===== config.mk =====
export PLATFORM = sky130hd
export DESIGN_NAME = fetch_seq_ctrl
export DESIGN_NICKNAME = d
export VERILOG_FILES = /design/src/rtl/fetch_pkg.sv /design/src/rtl/fetch_bundle_q.sv /design/src/rtl/fetch_seq_ctrl.sv
export SDC_FILE = /design/constraint.sdc
export NUM_CORES = 1
export LEC_CHECK = 0
export ABC_AREA = 0
export BUFFER_PORTS_ARGS = -buffer_cell sky130_fd_sc_hd__clkbuf_2
export CAP_MARGIN = 0
export CORE_AREA = 2 2 189 191
export CTS_BUF_LIST = sky130_fd_sc_hd__clkbuf_2
export DETAILED_ROUTE_END_ITERATION = 7
export DIE_AREA = 0 0 191 193
export PLACE_DENSITY = 0.73
export REMOVE_ABC_BUFFERS = 1
export SYNTH_ARGS = -nofsm -noshare
export SYNTH_HDL_FRONTEND = slang
export SYNTH_SLANG_ARGS = --single-unit

===== constraint.sdc =====
create_clock -name clk -period 3 [get_ports clk]
set_input_delay 0.6 -clock clk [delete_from_list [all_inputs] [get_ports clk]]
set_output_delay 0.6 -clock clk [all_outputs]
set_load 0.005 [all_outputs]

===== src/rtl/fetch_pkg.sv =====
// Shared types for the fetch sequencer: controller states and the packed
// 4-wide bundle carried from fetch to decode.
package fetch_pkg;

    localparam int FETCH_WIDTH = 4;
    localparam int PC_W        = 16;
    localparam int BUNDLE_W    = 196;

    typedef enum logic [1:0] {
        IDLE  = 2'd0,
        RUN   = 2'd1,
        FLUSH = 2'd2
    } fetch_state_e;

    typedef struct packed {
        logic [63:0] pc;
        logic [63:0] inst;
        logic [63:0] recv_pc;
        logic [3:0]  pred;
    } bundle_t;

    // Sequential fetch advances by one bundle; wraps naturally at 2^16.
    function automatic logic [PC_W-1:0] seq_next_pc(input logic [PC_W-1:0] pc);
        return pc + PC_W'(FETCH_WIDTH);
    endfunction

endpackage


===== src/rtl/fetch_bundle_q.sv =====
// Two-entry FIFO of fetch bundles. Entry 0 is always the head; freed or
// cleared entries are zeroed so the decode-facing fields read 0 when empty.
module fetch_bundle_q
    import fetch_pkg::*;
(
    input  logic        clk,
    input  logic        rst,
    input  logic        clear,
    input  logic        push,
    input  logic        pop,
    input  bundle_t     din,
    output bundle_t     head,
    output logic [1:0]  count
);

    bundle_t ent0;
    bundle_t ent1;
    logic [1:0] cnt;

    always_ff @(posedge clk) begin
        if (rst || clear) begin
            ent0 <= '0;
            ent1 <= '0;
            cnt  <= 2'd0;
        end else begin
            case ({push, pop})
                2'b10: begin
                    if (cnt == 2'd0) begin
                        ent0 <= din;
                        cnt  <= 2'd1;
                    end else if (cnt == 2'd1) begin
                        ent1 <= din;
                        cnt  <= 2'd2;
                    end
                end
                2'b01: begin
                    if (cnt != 2'd0) begin
                        ent0 <= ent1;
                        ent1 <= '0;
                        cnt  <= cnt - 2'd1;
                    end
                end
                2'b11: begin
                    // Simultaneous push/pop keeps occupancy; the new bundle lands
                    // behind whatever remains after the head leaves.
                    if (cnt == 2'd2) begin
                        ent0 <= ent1;
                        ent1 <= din;
                    end else begin
                        ent0 <= din;
                        ent1 <= '0;
                        cnt  <= 2'd1;
                    end
                end
                default: begin
                end
            endcase
        end
    end

    assign head  = ent0;
    assign count = cnt;

endmodule


===== src/rtl/fetch_seq_ctrl.sv =====
// Fetch-to-decode sequencer: owns the fetch PC, selects the next PC and
// buffers bundles in a 2-entry queue ahead of the decoder.
//
// state | meaning
// IDLE  | one cycle after reset, no fetch
// RUN   | fetching and enqueuing bundles
// FLUSH | one-cycle bubble after a redirect
module fetch_seq_ctrl
    import fetch_pkg::*;
#(
    parameter logic [15:0] RESET_PC    = 16'h0000,
    parameter int          STALL_CNT_W = 16
) (
    input  logic                   clk,
    input  logic                   rst,
    input  logic                   bundle_vld,
    input  logic [63:0]            pc_in,
    input  logic [63:0]            inst_in,
    input  logic [63:0]            recv_pc_in,
    input  logic [3:0]             pred_in,
    input  logic                   jmp_vld,
    input  logic [15:0]            jmp_addr,
    input  logic                   brnch_taken,
    input  logic [15:0]            brnch_addr,
    input  logic                   mispred_vld,
    input  logic [15:0]            mispred_pc,
    input  logic                   dec_rdy,
    output logic [15:0]            fetch_pc,
    output logic                   dec_vld,
    output logic [63:0]            pc_to_dec,
    output logic [63:0]            inst_to_dec,
    output logic [63:0]            recv_pc_to_dec,
    output logic [3:0]             pred_result_to_dec,
    output logic                   fetch_stall,
    output logic [STALL_CNT_W-1:0] stall_cnt
);

    fetch_state_e state;
    bundle_t      q_din;
    bundle_t      q_head;
    logic [1:0]   q_count;
    logic         deq;
    logic         enq;
    logic         room;
    logic         q_pop;
    logic [15:0]  taken_pc;

    assign dec_vld = (q_count != 2'd0);
    assign deq     = dec_vld && dec_rdy;
    assign room    = (q_count != 2'd2) || deq;
    assign enq     = (state == RUN) && bundle_vld && !mispred_vld && room;
    // A redirect empties the queue on the same edge, so any dequeue is moot.
    assign q_pop   = deq && !mispred_vld;

    assign fetch_stall = (state != RUN) || ((q_count == 2'd2) && !deq);

    assign taken_pc = jmp_vld     ? jmp_addr   :
                      brnch_taken ? brnch_addr :
                                    seq_next_pc(fetch_pc);

    always_comb begin
        q_din         = '0;
        q_din.pc      = pc_in;
        q_din.inst    = inst_in;
        q_din.recv_pc = recv_pc_in;
        q_din.pred    = pred_in;
    end

    fetch_bundle_q u_bundle_q (
        .clk   (clk),
        .rst   (rst),
        .clear (mispred_vld),
        .push  (enq),
        .pop   (q_pop),
        .din   (q_din),
        .head  (q_head),
        .count (q_count)
    );

    always_ff @(posedge clk) begin
        if (rst) begin
            state     <= IDLE;
            fetch_pc  <= RESET_PC;
            stall_cnt <= '0;
        end else begin
            if (mispred_vld) begin
                state    <= FLUSH;
                fetch_pc <= mispred_pc;
            end else begin
                case (state)
                    IDLE:    state <= RUN;
                    RUN:     state <= RUN;
                    FLUSH:   state <= RUN;
                    default: state <= IDLE;
                endcase
                if (enq) begin
                    fetch_pc <= taken_pc;
                end
            end

            if (fetch_stall && !(&stall_cnt)) begin
                stall_cnt <= stall_cnt + 1'b1;
            end
        end
    end

    assign pc_to_dec          = q_head.pc;
    assign inst_to_dec        = q_head.inst;
    assign recv_pc_to_dec     = q_head.recv_pc;
    assign pred_result_to_dec = q_head.pred;

endmodule


== After elaboration in Yosys (flattened, before gate mapping) ==
Cells that the tools add are included.

* Register bits: 428
* Input port bits: 251
* Output and inout bits: 230

* Add/subtract/negate cells: 3
* Equality and inequality tests: 15
* Muxes and demuxes: 20
* Reduce and logical (&&, ||, !) cells: 24

{| class="wikitable"
|+ Operators with widths
! cell !! number
|-
| 196-bit two-way mux || 7
|-
| 196-bit case mux with 3 select lines || 2
|-
| 16-bit two-way mux || 4
|-
| 16-bit by 1-bit adder with 16-bit output, second input constant || 1
|-
| 16-bit by 3-bit adder with 16-bit output, second input constant || 1
|-
| 16-bit AND reduction || 1
|-
| 2-bit two-way mux || 5
|-
| 2-bit == test, second input constant || 4
|-
| 2-bit inequality test, second input constant || 4
|-
| 4-bit AND reduction || 2
|-
| 1-bit logical AND || 7
|-
| 2-bit by 1-bit == test with 1-bit output, second input constant || 3
|-
| 2-bit by 1-bit inequality test with 1-bit output, second input constant || 3
|-
| 2-bit case mux with 3 select lines || 1
|-
| 2-bit logical NOT || 2
|-
| 2-bit nonzero test || 2
|-
| 1-bit logical NOT || 3
|-
| 1-bit logical OR || 3
|-
| 3-bit by 1-bit inequality test with 1-bit output, second input constant || 1
|-
| 3-bit AND reduction || 1
|-
| 3-bit nonzero test || 1
|-
| 3-bit OR reduction || 1
|-
| 2-bit OR reduction || 1
|-
| 2-bit by 1-bit subtractor with 2-bit output, second input constant || 1
|-
| 1-bit two-way mux || 1
|}

== Logic depth before layout (Yosys ltp) ==
Gate-level depths: netlist of run 1.

* Word-level depth: 7
* Gate-level depth with buffers: 10

== By module ==
A second synthesis of run 1 with hierarchy kept.

* Cells, all modules: 2073
* Area, all modules: 18751.7 µm²

{| class="wikitable"
|+ By module, submodules not included
! module !! times used !! cells each !! area each (µm²)
|-
| fetch_bundle_q || 1 || 1800 || 16595.9
|-
| fetch_seq_ctrl || 1 || 273 || 2155.8
|}

== Least setup slack after synthesis of run 1 ==
No wires, ideal clock.

* Kind: reg-to-reg
* Start: reg u_bundle_q.cnt[0], in the netlist u_bundle_q.count[0]
* End: reg u_bundle_q.ent1[25] (netlist bit)
* Setup time: 59 ps
* Arrival time: 2162 ps
* Data required time: 2941 ps
* Slack: 780 ps
* Stages on the path, launching flop included: 11
* Buffers on the path: 3
* Cells stage by stage: dfxtp_1 inv_1 ha_1 nand2b_1 buf_2 a21oi_4 nand2_1 nor4_4 buf_2 buf_2 a22o_1

* Word-level cells in the longest chain between the ends: 7
* Elaborated cells on any way between the ends: 19
* Those cells by class: 9 x eq/ne; 2 x mux; 8 x reduce/logical

{| class="wikitable"
|+ Ends and longest elaborated chain
! what !! line !! RTL
|-
| from (decl) || fetch_bundle_q.sv:18 || <nowiki>logic [1:0] cnt;</nowiki>
|-
| from (signal assigned) || fetch_bundle_q.sv:40 || <nowiki>cnt <= cnt - 2'd1;</nowiki>
|-
| 2-bit nonzero test || fetch_bundle_q.sv:37, fetch_seq_ctrl.sv:48 ||
|-
| 1-bit logical AND || fetch_seq_ctrl.sv:49 || <nowiki>assign deq = dec_vld && dec_rdy;</nowiki>
|-
| 1-bit logical OR || fetch_seq_ctrl.sv:50 || <nowiki>assign room = (q_count != 2'd2) || deq;</nowiki>
|-
| 1-bit logical AND || fetch_seq_ctrl.sv:51 || <nowiki>assign enq = (state == RUN) && bundle_vld && !mispred_vld && room;</nowiki>
|-
| 2-bit == test or 2-bit by 1-bit == test with 1-bit output (tied branches) || fetch_bundle_q.sv:26 || <nowiki>case ({push, pop})</nowiki>
|-
| 2-bit inequality test (no line), or another cell as far along || n/a ||
|-
| 4-bit AND reduction (no line) || n/a ||
|-
| to (signal assigned) || fetch_bundle_q.sv:32 || <nowiki>ent1 <= din;</nowiki>
|-
| to (signal assigned) || fetch_bundle_q.sv:48 || <nowiki>ent1 <= din;</nowiki>
|-
| to (decl) || fetch_bundle_q.sv:17 || <nowiki>bundle_t ent1;</nowiki>
|}

Several ways; a longest one is shown, not always the timed one.
A chain may end at the register's enable or synchronous reset.

== Final worst setup path of run 1 ==
* Start: reg u_bundle_q.cnt[0], in the netlist u_bundle_q.count[0]
* End: out fetch_stall

* Word-level cells in the longest chain between the ends: 5
* Elaborated cells on any way between the ends: 6
* Those cells by class: 1 x eq/ne; 5 x reduce/logical

{| class="wikitable"
|+ Ends and longest elaborated chain
! what !! line !! RTL
|-
| 2-bit nonzero test || fetch_seq_ctrl.sv:48 || <nowiki>assign dec_vld = (q_count != 2'd0);</nowiki>
|-
| 1-bit logical AND || fetch_seq_ctrl.sv:49 ||
|-
| 1-bit logical NOT || fetch_seq_ctrl.sv:55 || <nowiki>assign fetch_stall = (state != RUN) || ((q_count == 2'd2) && !deq);</nowiki>
|-
| 1-bit logical AND * || fetch_seq_ctrl.sv:55 ||
|-
| 1-bit logical OR * || fetch_seq_ctrl.sv:55 ||
|-
| to (decl) || fetch_seq_ctrl.sv:34 || <nowiki>output logic fetch_stall,</nowiki>
|}

Mark *: on every way between the ends. The rest lies on a longest branch, timed or not.

==> impl_metrics.csv, run 1 <==
group,metric,value,unit
critical_path,crit_path_max_incr_delay,0.35,ns
sta,worstMarginPinSlew,0.879,ns
clock_network,clk_latency,1.00,ns
global_route,grt_max_degree,106,
synth,yosys-top-cells-count,"428 x dfxtp_1, 413 x nand2_1, 219 x o21ai_0",
cells_and_area,syn_to_final_growth,38.5,%
synth,synthMostInstantiatedCell,"dfxtp_1",
sta,fin_crit_sh,93.5,%
drt,vias,17200,
drt,via_per_inst,5.61,
power,powerDensity,475,mW/mm^2
critical_path,required,2.40,ns
sta,slew_viol_final,0,
critical_path,crit_top_cell,"inv_2",
power,p_leak,0.0100,uW
global_route,grt_overflow_total,0,
synth,synth_edf_count,0,
synth,synth_cell_types,51,
synth,synth_area_leader_cell,"dfxtp_1",
place,gp_congestion,0.883,
sta,holdWs,0.221,ns
drt,drcViolationCount,0,
critical_path,slowest_stage,"dfxtp_2",
drt,drt_pass1_iterations,5,
critical_path,arrival,2.21,ns
min_path,hold_class,"in2reg",
floorplan,dieWidth,191,um
sta,skew,0.0551,ns
run,cap_violations,0,
floorplan,die_area,0.0369,mm^2
critical_path,worstSetupStartpoint,"u_bundle_q.count[0]",
global_route,grt_pass1_vias,16700,
drt,ant_nets,0,
critical_path,crit_path_max_fanout,5,
power,power,10600,uW
floorplan,fp-row-count,69,
clock_network,cts_buffer_depth,3,
sta,max_clock_freq,356,MHz
sta,hold_violations,0,
floorplan,io_pins,481,
cells_and_area,final_nets,2774,
clock_network,tritoncts,"built",
synth,yosys_warnings,0,
clock_network,clock_tree.root_cell,"clkbuf_2",
power,peakVddDrop,0.351,mV
synth,synth_seq_area_share,53.1,%
critical_path,critical_path_class,"reg2out",
min_path,min-delay-start,"brnch_addr[15]",
synth,synth_ff_type,"dfxtp_1",
global_route,grt_usage,29.0,%
clock_network,cts_sinks,428,
synth,synthCells,1821,
synth,synth_area_leaders,"dfxtp_1 53%, a22o_1 11%, nand2_1 9.6%, a31oi_1 7.7%, o21ai_0 6.8%",
critical_path,end_kind,"output port",
critical_path,cp-start-kind,"flip-flop",
sta,rsz0062_at_grt,"false",
synth,postSynth.asyncResetShare,0,%
drt,drt_wl_total,56000,um
drt,wl_per_cell,18.3,um
synth,synthesis.area,0.0161,mm^2
place,portBuffers,480,
sta,maxSlewHeadroom,41.4,%
global_route,antenna_found_initial,4,
synth,netlist.area_leader.share,53.1,%
floorplan,core,0.0350,mm^2
status,status,"complete, no violations",
synth,avgSynthCellArea,8.87,um^2
clock_network,h-tree-depth,3,
global_route,grt_pass1_wl,86400,um
clock_network,clk_pin_slew,0.08,ns
sta,min_period,2.81,ns
sta,final-setup-viol-count,0,
floorplan,initial_core_util,46.2,%
clock_network,numCtsBuffers,108,
drt,initialDrtViolationCount,1135,
place,place_hpwl,34300,um
critical_path,crit_chain,"inv_2 > ha_4 > nand2b_4 > a211oi_4 > inv_2 > clkbuf_2",
critical_path,r2r_start,"u_bundle_q.count[0]",
cells_and_area,drive_gt1_share,27.4,%
synth,ys_ff_latch,428,
floorplan,dieHeight,193,um
## path summary, 6_finish.rpt
kind	endpoint	slack, ns	depth (start not counted)
max	fetch_stall	0.19	6
min	fetch_pc[15]	0.22	5
min reg2reg	u_bundle_q.head[192]	0.43	2
max reg2reg	fetch_pc[9]	0.38	10
## repair_timing
item,4_1_cts,5_1_grt
hold endpoints to repair,409,0
pin swaps,1,1
hold buffers,228,0
resized for setup,7,4
endpoints found under the setup margin,1,1
buffers inserted,3,0
## sequential cells by signal (all words and copies together), names as in the netlist
signal	flops
u_bundle_q.ent1	196
u_bundle_q.head	196
fetch_pc	16
stall_cnt	16
state	2
u_bundle_q.count	2
## through the flow
step           setup slack (ns)  TNS (ns)  util (%)  cell area, um^2  cells
6_report                  0.194         0      64.0            22400   3058
5_1_grt                  0.0195         0      64.0            22400   3057
4_1_cts                0.000105         0      63.9            22300   3053
3_5_place_dp              0.386         0      54.6            19100   2638
3_3_place_gp              0.465         0      54.6            19100   2638
2_1_floorplan            -10.28  -3813.49         -            15500   1655
## area by class of cell
type	count	area, um^2
clock buffers	160	801
repair buffers	753	5300
inverters	19	71.3
fillers	2871	12600
diodes	5	12.5
flip-flops and latches	428	8570
well taps	461	577
multi-input cells	1208	6920
clock inverters	24	124
## layout by cell type, fill, tap and decap left out, types with 4 or more instances in the layout
master / n
nor3_1: 11
a221o_1: 4
buf_4: 23
xor2_1: 5
mux2i_1: 10
a221oi_1: 7
nand4_1: 8
a21oi_1: 20
nand2_1: 413
dlygate4sd3_1: 228
a2111oi_0: 4
xnor2_1: 5
clkinv_1: 18
o21ai_0: 219
clkbuf_2: 640
buf_12: 22
a211oi_1: 5
diode_2: 5
a22o_1: 196
inv_1: 16
or3_1: 5
nor2b_1: 7
inv_2: 4
a31oi_1: 198
dfxtp_1: 426
nor2_1: 29
nand3_1: 10
## logic make-up (layout without fill, tap and decap cells)
| group | count (synthesis) | in the layout | share of synthesized area [%] |
|---|---|---|---|
| AO/OA/AOI/OAI | 677 | 677 | 28.1 |
| AND/OR/NAND/NOR | 505 | 505 | 12.7 |
| flip-flops | 428 | 428 | 53.1 |
| buffers and inverters | 185 | 956 | 4.54 |
| multiplexers | 11 | 11 | 0.690 |
| XOR/XNOR | 10 | 10 | 0.542 |
| adder cells (fa/ha/maj) | 5 | 5 | 0.387 |
| other | 0 | 5 | 0 |
## report_power, final
group | internal [uW] | switching, uW | leakage (uW)
logic | 493 | 510 | 0.00582
clock network | 1490 | 2350 | 0.000723
registers | 5740 | 53.3 | 0.00346
total | 7720 | 2910 | 0.0100
## metal layers
metal / routed length, um / share of wire [%] / vias up / GRT usage [%]
li1: - / - / 8025 / -
met1: 21900 / 39 / 8087 / 34.3
met2: 26300 / 47 / 857 / 46.9
met3: 4920 / 8.8 / 182 / 8.27
met4: 2890 / 5.2 / 0 / 17.8
met5: 0 / 0 / - / 0
## critical path: cells and delay by family (launching register included)
family                   cells  cell delay (ns)
AO/OA/AOI/OAI                1             0.27
adder cells (fa/ha/maj)      1             0.18
buffers and inverters        3             0.27
flip-flops                   1             0.35
AND/OR/NAND/NOR              1             0.16
Power figures use the tool's default switching activity.
==> run 2, diff against run 1 <==
--- a/config.mk
+++ b/config.mk
@@ -5,14 +5,14 @@
 export SDC_FILE = /design/constraint.sdc
 export NUM_CORES = 1
 export LEC_CHECK = 0
-export ABC_AREA = 0
+export ABC_AREA = 1
 export BUFFER_PORTS_ARGS = -buffer_cell sky130_fd_sc_hd__clkbuf_2
 export CAP_MARGIN = 0
-export CORE_AREA = 2 2 189 191
+export CORE_MARGIN = 2
+export CORE_UTILIZATION = 56
 export CTS_BUF_LIST = sky130_fd_sc_hd__clkbuf_2
 export DETAILED_ROUTE_END_ITERATION = 7
-export DIE_AREA = 0 0 191 193
-export PLACE_DENSITY = 0.73
+export PLACE_DENSITY = 0.82
 export REMOVE_ABC_BUFFERS = 1
 export SYNTH_ARGS = -nofsm -noshare
 export SYNTH_HDL_FRONTEND = slang
==> run 2 against run 1 <==
- wire length grew 23%
- fmax fell by 0.29%
- area after synthesis up 31%
- count of clock-buffer cells in the layout is 13 lower
- critical path type unchanged
- critical endpoint unchanged
- largest cell class is now multi-input gates
==> impl_metrics.csv, run 2 <==
group,metric,value,unit
sta,holdWs,0.160,ns
floorplan,dieWidth,198,um
synth,synth_area_leader_cell,"dfxtp_1",
synth,synth_seq_area_share,40.5,%
status,status,"complete, no violations",
floorplan,dieHeight,198,um
sta,maxSlewHeadroom,29.5,%
cells_and_area,n_fill_cell,2951,
sta,worstMarginPinSlew,1.06,ns
clock_network,cts_sinks,428,
critical_path,arrival,2.21,ns
cells_and_area,drive_gt1_share,17.4,%
sta,slew_viol_final,0,
global_route,grt_pass1_vias,23200,
cells_and_area,fin_area,0.0272,mm^2
synth,synth_ff_type,"dfxtp_1",
clock_network,clk_pin_slew,0.10,ns
floorplan,fp-row-count,71,
synth,yosys-top-cells-count,"902 x nand2_1, 628 x nor2_1, 428 x dfxtp_1",
synth,yosys_warnings,0,
synth,synth_xor_area_share,0.538,%
synth,synth_cell_types,35,
synth,synth_area_leaders,"dfxtp_1 40%, nand2_1 16%, nor2_1 11%, o21ai_0 9.2%, a21oi_1 5.5%",
power,powerDensity,413,mW/mm^2
drt,drcViolationCount,0,
floorplan,io_pins,481,
synth,synth_fa_ha_area_share,0.296,%
synth,synth_compound_area_share,15.9,%
clock_network,numCtsBuffers,107,
power,peakVddDrop,0.298,mV
synth,muxShareOfSynthArea,0,%
sta,tns,0,ns
sta,hold_violations,0,
run,cap_violations,0,
critical_path,end_kind,"output port",
sta,fin_crit_sh,93.8,%
drt,initialDrtViolationCount,2220,
critical_path,required,2.40,ns
critical_path,r2r_start,"u_bundle_q.count[0]",
synth,netlist.area_leader.share,40.5,%
cells_and_area,syn_to_final_growth,28.6,%
clock_network,h-tree-depth,3,
synth,avgSynthCellArea,6.27,um^2
clock_network,clock_tree.root_cell,"clkbuf_2",
global_route,grt_overflow_total,0,
sta,rsz0062_at_grt,"false",
place,place_hpwl,38700,um
min_path,min-delay-start,"dec_rdy",
sta,min_period,2.81,ns
power,p_leak,0.0128,uW
drt,via_per_inst,5.36,
clock_network,tritoncts,"built",
critical_path,crit_path_max_fanout,5,
synth,postSynth.asyncResetShare,0,%
sta,skew,0.0979,ns
place,portBuffers,480,
clock_network,clk_latency,1.08,ns
synth,synthesis.area,0.0212,mm^2
min_path,hold_class,"in2reg",
clock_network,cts_buffer_depth,3,
floorplan,initial_core_util,56.6,%
synth,ys_ff_latch,428,
drt,drt_wl_total,69200,um
drt,wl_per_cell,15.0,um
drt,vias,24700,
sta,max_clock_freq,355,MHz
cells_and_area,final_common_cell,"nand2_1",
sta,final-setup-viol-count,0,
synth,synth_edf_count,0,
place,gp_congestion,0.928,
global_route,grt_usage,34.2,%
critical_path,reg2reg_depth,13,
drt,ant_nets,0,
power,power,11300,uW
min_path,hold_end,"u_bundle_q.count[0]",
critical_path,cp-start-kind,"flip-flop",
floorplan,die_area,0.0394,mm^2
synth,synthMostInstantiatedCell,"nand2_1",
synth,synth_top_family_by_area,"simple AND/OR/NAND/NOR gates",
critical_path,worst-r2r-setup-slack,0.31,ns
global_route,antenna_found_initial,3,
synth,synthCells,3376,
synth,synth-simple-area-share,33.4,%
floorplan,core,0.0374,mm^2
global_route,grt_pass1_wl,111000,um
drt,drt_pass1_iterations,6,
place,place_area,0.0239,mm^2
cells_and_area,final_nets,4260,
min_path,holdPathStages,6,
critical_path,critical_path_class,"reg2out",
global_route,grt_max_degree,197,
cells_and_area,mostFrequentLayoutCells,"900 x nand2_1, 628 x nor2_1, 627 x clkbuf_2, 427 x dfxtp_1, 391 x o21ai_0",
critical_path,r2r-end,"u_bundle_q.ent1[155]",
run 2: changes by cell type after synthesis, sizes merged, moves of 6 or more:
cell	delta
nor2	+601
nand2	+493
nand3	+217
a21oi	+213
inv	+213
a31oi	-198
a22o	-192
o21ai	+192
buf	+86
mux2i	-10
nor2b	-7
a221oi	-6
or3	-6
xor2	+6
run 2: worst max-delay path by stage:
stage / from / endpoint / slack, ns / depth (start not counted)
detailed placement: u_bundle_q.count[0] / u_bundle_q.head[68] / 0.37 / 14
global placement: u_bundle_q.count[0] / u_bundle_q.head[153] / 0.51 / 14
floorplan: rst / u_bundle_q.head[1] / -4.65 / 3
global route: u_bundle_q.count[0] / fetch_stall / 0.03 / 7
CTS: u_bundle_q.count[0] / fetch_stall / 0.01 / 7
finish: u_bundle_q.count[0] / fetch_stall / 0.19 / 7
run 2: stage by stage:
step	utilization (%)	instances	setup WS [ns]
2_1_floorplan	-	3128	-4.65
3_3_place_gp	63.8	4173	0.506
3_5_place_dp	63.8	4173	0.370
4_1_cts	72.7	4599	0.0133
5_1_grt	72.8	4603	0.0291
6_report	72.8	4603	0.186
run 2: cells by family after synthesis:
logic type	Yosys count
DFF	428
AOI/OAI and AO/OA	663
buffers and inverters	481
and+or+nand+nor	1786
adders and majority gates	5
xor gates and xnor gates	13
run 2: cell type report:
type	instances	area, um^2	area share [%]
antenna	3	7.51	0.0276
timing repair buffer	767	5440	20.0
sequential	428	8570	31.5
clock buffer	147	736	2.70
tap	511	639	2.35
inverter	233	890	3.27
clock inverter	47	259	0.952
multi-input combinational	2467	10700	39.2
run 2: critical path: stages, from the launching register on:
cell and delay [ns]:
dfxtp_1 0.36, inv_1 0.08, ha_1 0.26, inv_2 0.09, nand2_2 0.09, nand2_4 0.11
nand2_2 0.10, clkbuf_2 0.13
run 2: repair_timing:
action                                  in CTS  in global routing
pin swaps                                    0                  0
hold buffers                               232                  0
gates resized for setup                      2                  2
endpoints found under the hold margin      423                  0
buffers inserted                             0                  1
endpoints found under the setup margin       1                  9
run 2: routing by layer:
layer	track usage [%]	wire length [um]
met1	41.8	27200
met2	54.9	31800
met3	7.92	6650
met4	20.6	3500
met5	0	0
run 2: report_power, final:
part | switching [uW] | internal (uW)
Clock | 2470 | 1590
Combinational | 741 | 612
Sequential | 62.8 | 5770
Total | 3280 | 7970
==> run 3, diff against run 2 <==
--- a/config.mk
+++ b/config.mk
@@ -13,6 +13,7 @@
 export CTS_BUF_LIST = sky130_fd_sc_hd__clkbuf_2
 export DETAILED_ROUTE_END_ITERATION = 7
 export PLACE_DENSITY = 0.82
+export RECOVER_POWER = 100
 export REMOVE_ABC_BUFFERS = 1
 export SYNTH_ARGS = -nofsm -noshare
 export SYNTH_HDL_FRONTEND = slang
==> run 3 against run 2 <==
- first-iteration DRC count grew 1.6%
- flip-flop and latch count stayed put
- die area stayed put
- cell count unchanged
- cell area is 1.0% lower
- clock skew is 0.0023 ns lower
- largest cell class unchanged
- highest routed layer unchanged
==> impl_metrics.csv, run 3 (synthesis results as in run 2) <==
group,metric,value,unit
global_route,global_route.peak_usage_layer,"met2",
sta,worstMarginPinSlew,1.06,ns
floorplan,dieWidth,198,um
critical_path,path_buf_inv,3,
drt,drt_wl_total,69200,um
cells_and_area,n_fill_cell,3091,
sta,setup_slack,0.171,ns
critical_path,reg2reg_depth,13,
critical_path,worst-r2r-setup-slack,0.23,ns
floorplan,die_area,0.0394,mm^2
place,gp_congestion,0.928,
power,powerDensity,417,mW/mm^2
sta,slew_viol_final,0,
critical_path,arrival,2.23,ns
sta,max_clock_freq,353,MHz
sta,rsz0062_at_grt,"false",
power,clkPwrFrac,36.2,%
clock_network,tritoncts,"built",
sta,maxSlewHeadroom,29.0,%
place,place_hpwl,38700,um
drt,vias,24700,
cells_and_area,drive_gt1_share,13.4,%
power,power,11200,uW
drt,drt_pass1_iterations,7,
sta,min_period,2.83,ns
critical_path,slowest_stage,"dfxtp_1",
cells_and_area,fin_area,0.0269,mm^2
min_path,holdPathStages,6,
sta,skew,0.0957,ns
sta,fin_crit_sh,94.3,%
critical_path,crit_top_cell,"nand2_2",
global_route,grt_pass1_wl,111000,um
power,peakVddDrop,0.296,mV
min_path,hold_class,"in2reg",
power,p_int,7960,uW
global_route,grt_usage,34.2,%
run,cap_violations,0,
clock_network,cts_buffer_depth,3,
sta,hold_violations,0,
global_route,antenna_found_initial,3,
power,pwr-share-comb,11.9,%
clock_network,clk_latency,1.08,ns
cells_and_area,syn_to_final_growth,27.3,%
power,p_leak,0.0122,uW
critical_path,crit_path_max_incr_delay,0.36,ns
status,status,"complete, no violations",
power,switchingPower,3280,uW
floorplan,core,0.0374,mm^2
sta,holdWs,0.154,ns
critical_path,cp_top_family,"flip-flops",
clock_network,h-tree-depth,3,
critical_path,crit_chain,"inv_1 > ha_1 > inv_2 > nand2_2 > nand2_4 > nand2_2 > clkbuf_2",
critical_path,r2r_start,"u_bundle_q.count[0]",
global_route,use_met2,54.9,%
cells_and_area,final_common_cell,"nand2_1",
floorplan,fp-row-count,71,
global_route,met3_usage,7.92,%
cells_and_area,multi_input_area,0.0107,mm^2
sta,final-setup-viol-count,0,
critical_path,end_kind,"output port",
critical_path,critical_path_class,"reg2out",
critical_path,worstSetupStartpoint,"u_bundle_q.count[0]",
clock_network,clock_tree.root_cell,"clkbuf_2",
place,portBuffers,480,
global_route,grt_pass1_vias,23200,
cells_and_area,final_nets,4260,
cells_and_area,utilization,72.0,%
clock_network,cts_sinks,428,
floorplan,dieHeight,198,um
floorplan,io_pins,481,
floorplan,initial_core_util,56.6,%
clock_network,clk_pin_slew,0.10,ns
drt,initialDrtViolationCount,2256,
min_path,hold_end,"u_bundle_q.count[0]",
global_route,grt_use_met1,41.8,%
power,p_sw_share,29.2,%
drt,via_per_inst,5.37,
drt,wl_per_cell,15.0,um
power,power_frac_seq,51.9,%
critical_path,required,2.40,ns
drt,ant_nets,0,
min_path,min-delay-start,"dec_rdy",
cells_and_area,mostFrequentLayoutCells,"901 x nand2_1, 630 x nor2_1, 472 x clkbuf_2, 427 x dfxtp_1, 392 x o21ai_0",
drt,drcViolationCount,0,
critical_path,crit_path_max_fanout,5,
place,place_ws,0.370,ns
critical_path,r2r-end,"u_bundle_q.head[168]",
clock_network,numCtsBuffers,107,
global_route,grt_max_degree,197,
cells_and_area,seq_area,0.00857,mm^2
place,place_area,0.0239,mm^2
global_route,grt_overflow_total,0,
critical_path,cp-start-kind,"flip-flop",
run 3: cell count changes in the layout (fill, tap and decap cells not counted), sizes merged:
cell      before  now
clkbuf       627  633
inv          234  233
clkinvlp       0    1
buf           55   49
run 3: tightest hold or removal path, cell delays in order:
cell	delay [ns]
clkbuf_2	0.10
a21oi_1	0.10
nand4_1	0.10
nand3_1	0.10
nand2_1	0.07
a21oi_1	0.06
run 3: metal layers:
| layer | wire length [um] | share of wire [%] |
|---|---|---|
| met1 | 27000 | 39 |
| met2 | 31900 | 46 |
| met3 | 6920 | 10 |
| met4 | 3430 | 5.0 |
| met5 | 0 | 0 |
run 3: layout make-up:
| cell class | count | area share [%] |
|---|---|---|
| multi-input cells | 2467 | 39.6 |
| flip-flops and latches | 428 | 31.8 |
| repair buffers | 767 | 19.2 |
| inverters | 233 | 3.29 |
| clock buffers | 147 | 2.73 |
| well taps | 511 | 2.37 |
| clock inverters | 47 | 0.962 |
| diodes | 3 | 0.0279 |
run 3: metrics by stage:
stage / setup TNS, ns / cells
2_1_floorplan: -1714.81 / 3128
3_5_place_dp: 0 / 4173
5_1_grt: 0 / 4603
3_3_place_gp: 0 / 4173
6_report: 0 / 4603
4_1_cts: 0 / 4599
run 3: power by group through the flow:
stage	clock [uW]	combinational, uW	sequential [uW]
finish	4070	1340	5830
global route	4450	1470	5840
CTS	4110	1300	5830
detailed placement	0	1040	5960
global placement	0	1030	5960
floorplan	0	606	5950
run 3: timing repair:
action,4_1_cts,5_1_grt
hold buffers,232,0
gates resized for setup,2,2
hold endpoints to repair,423,0
endpoints found under the setup margin,1,9
buffers inserted,0,1
run 3: worst max path at each step:
stage	to	slack [ns]	depth (start not counted)
2_1_floorplan	u_bundle_q.head[1]	-4.65	3
3_3_place_gp	u_bundle_q.head[153]	0.51	14
3_5_place_dp	u_bundle_q.head[68]	0.37	14
4_1_cts	fetch_stall	0.01	7
5_1_grt	fetch_stall	0.03	7
6_report	fetch_stall	0.17	7
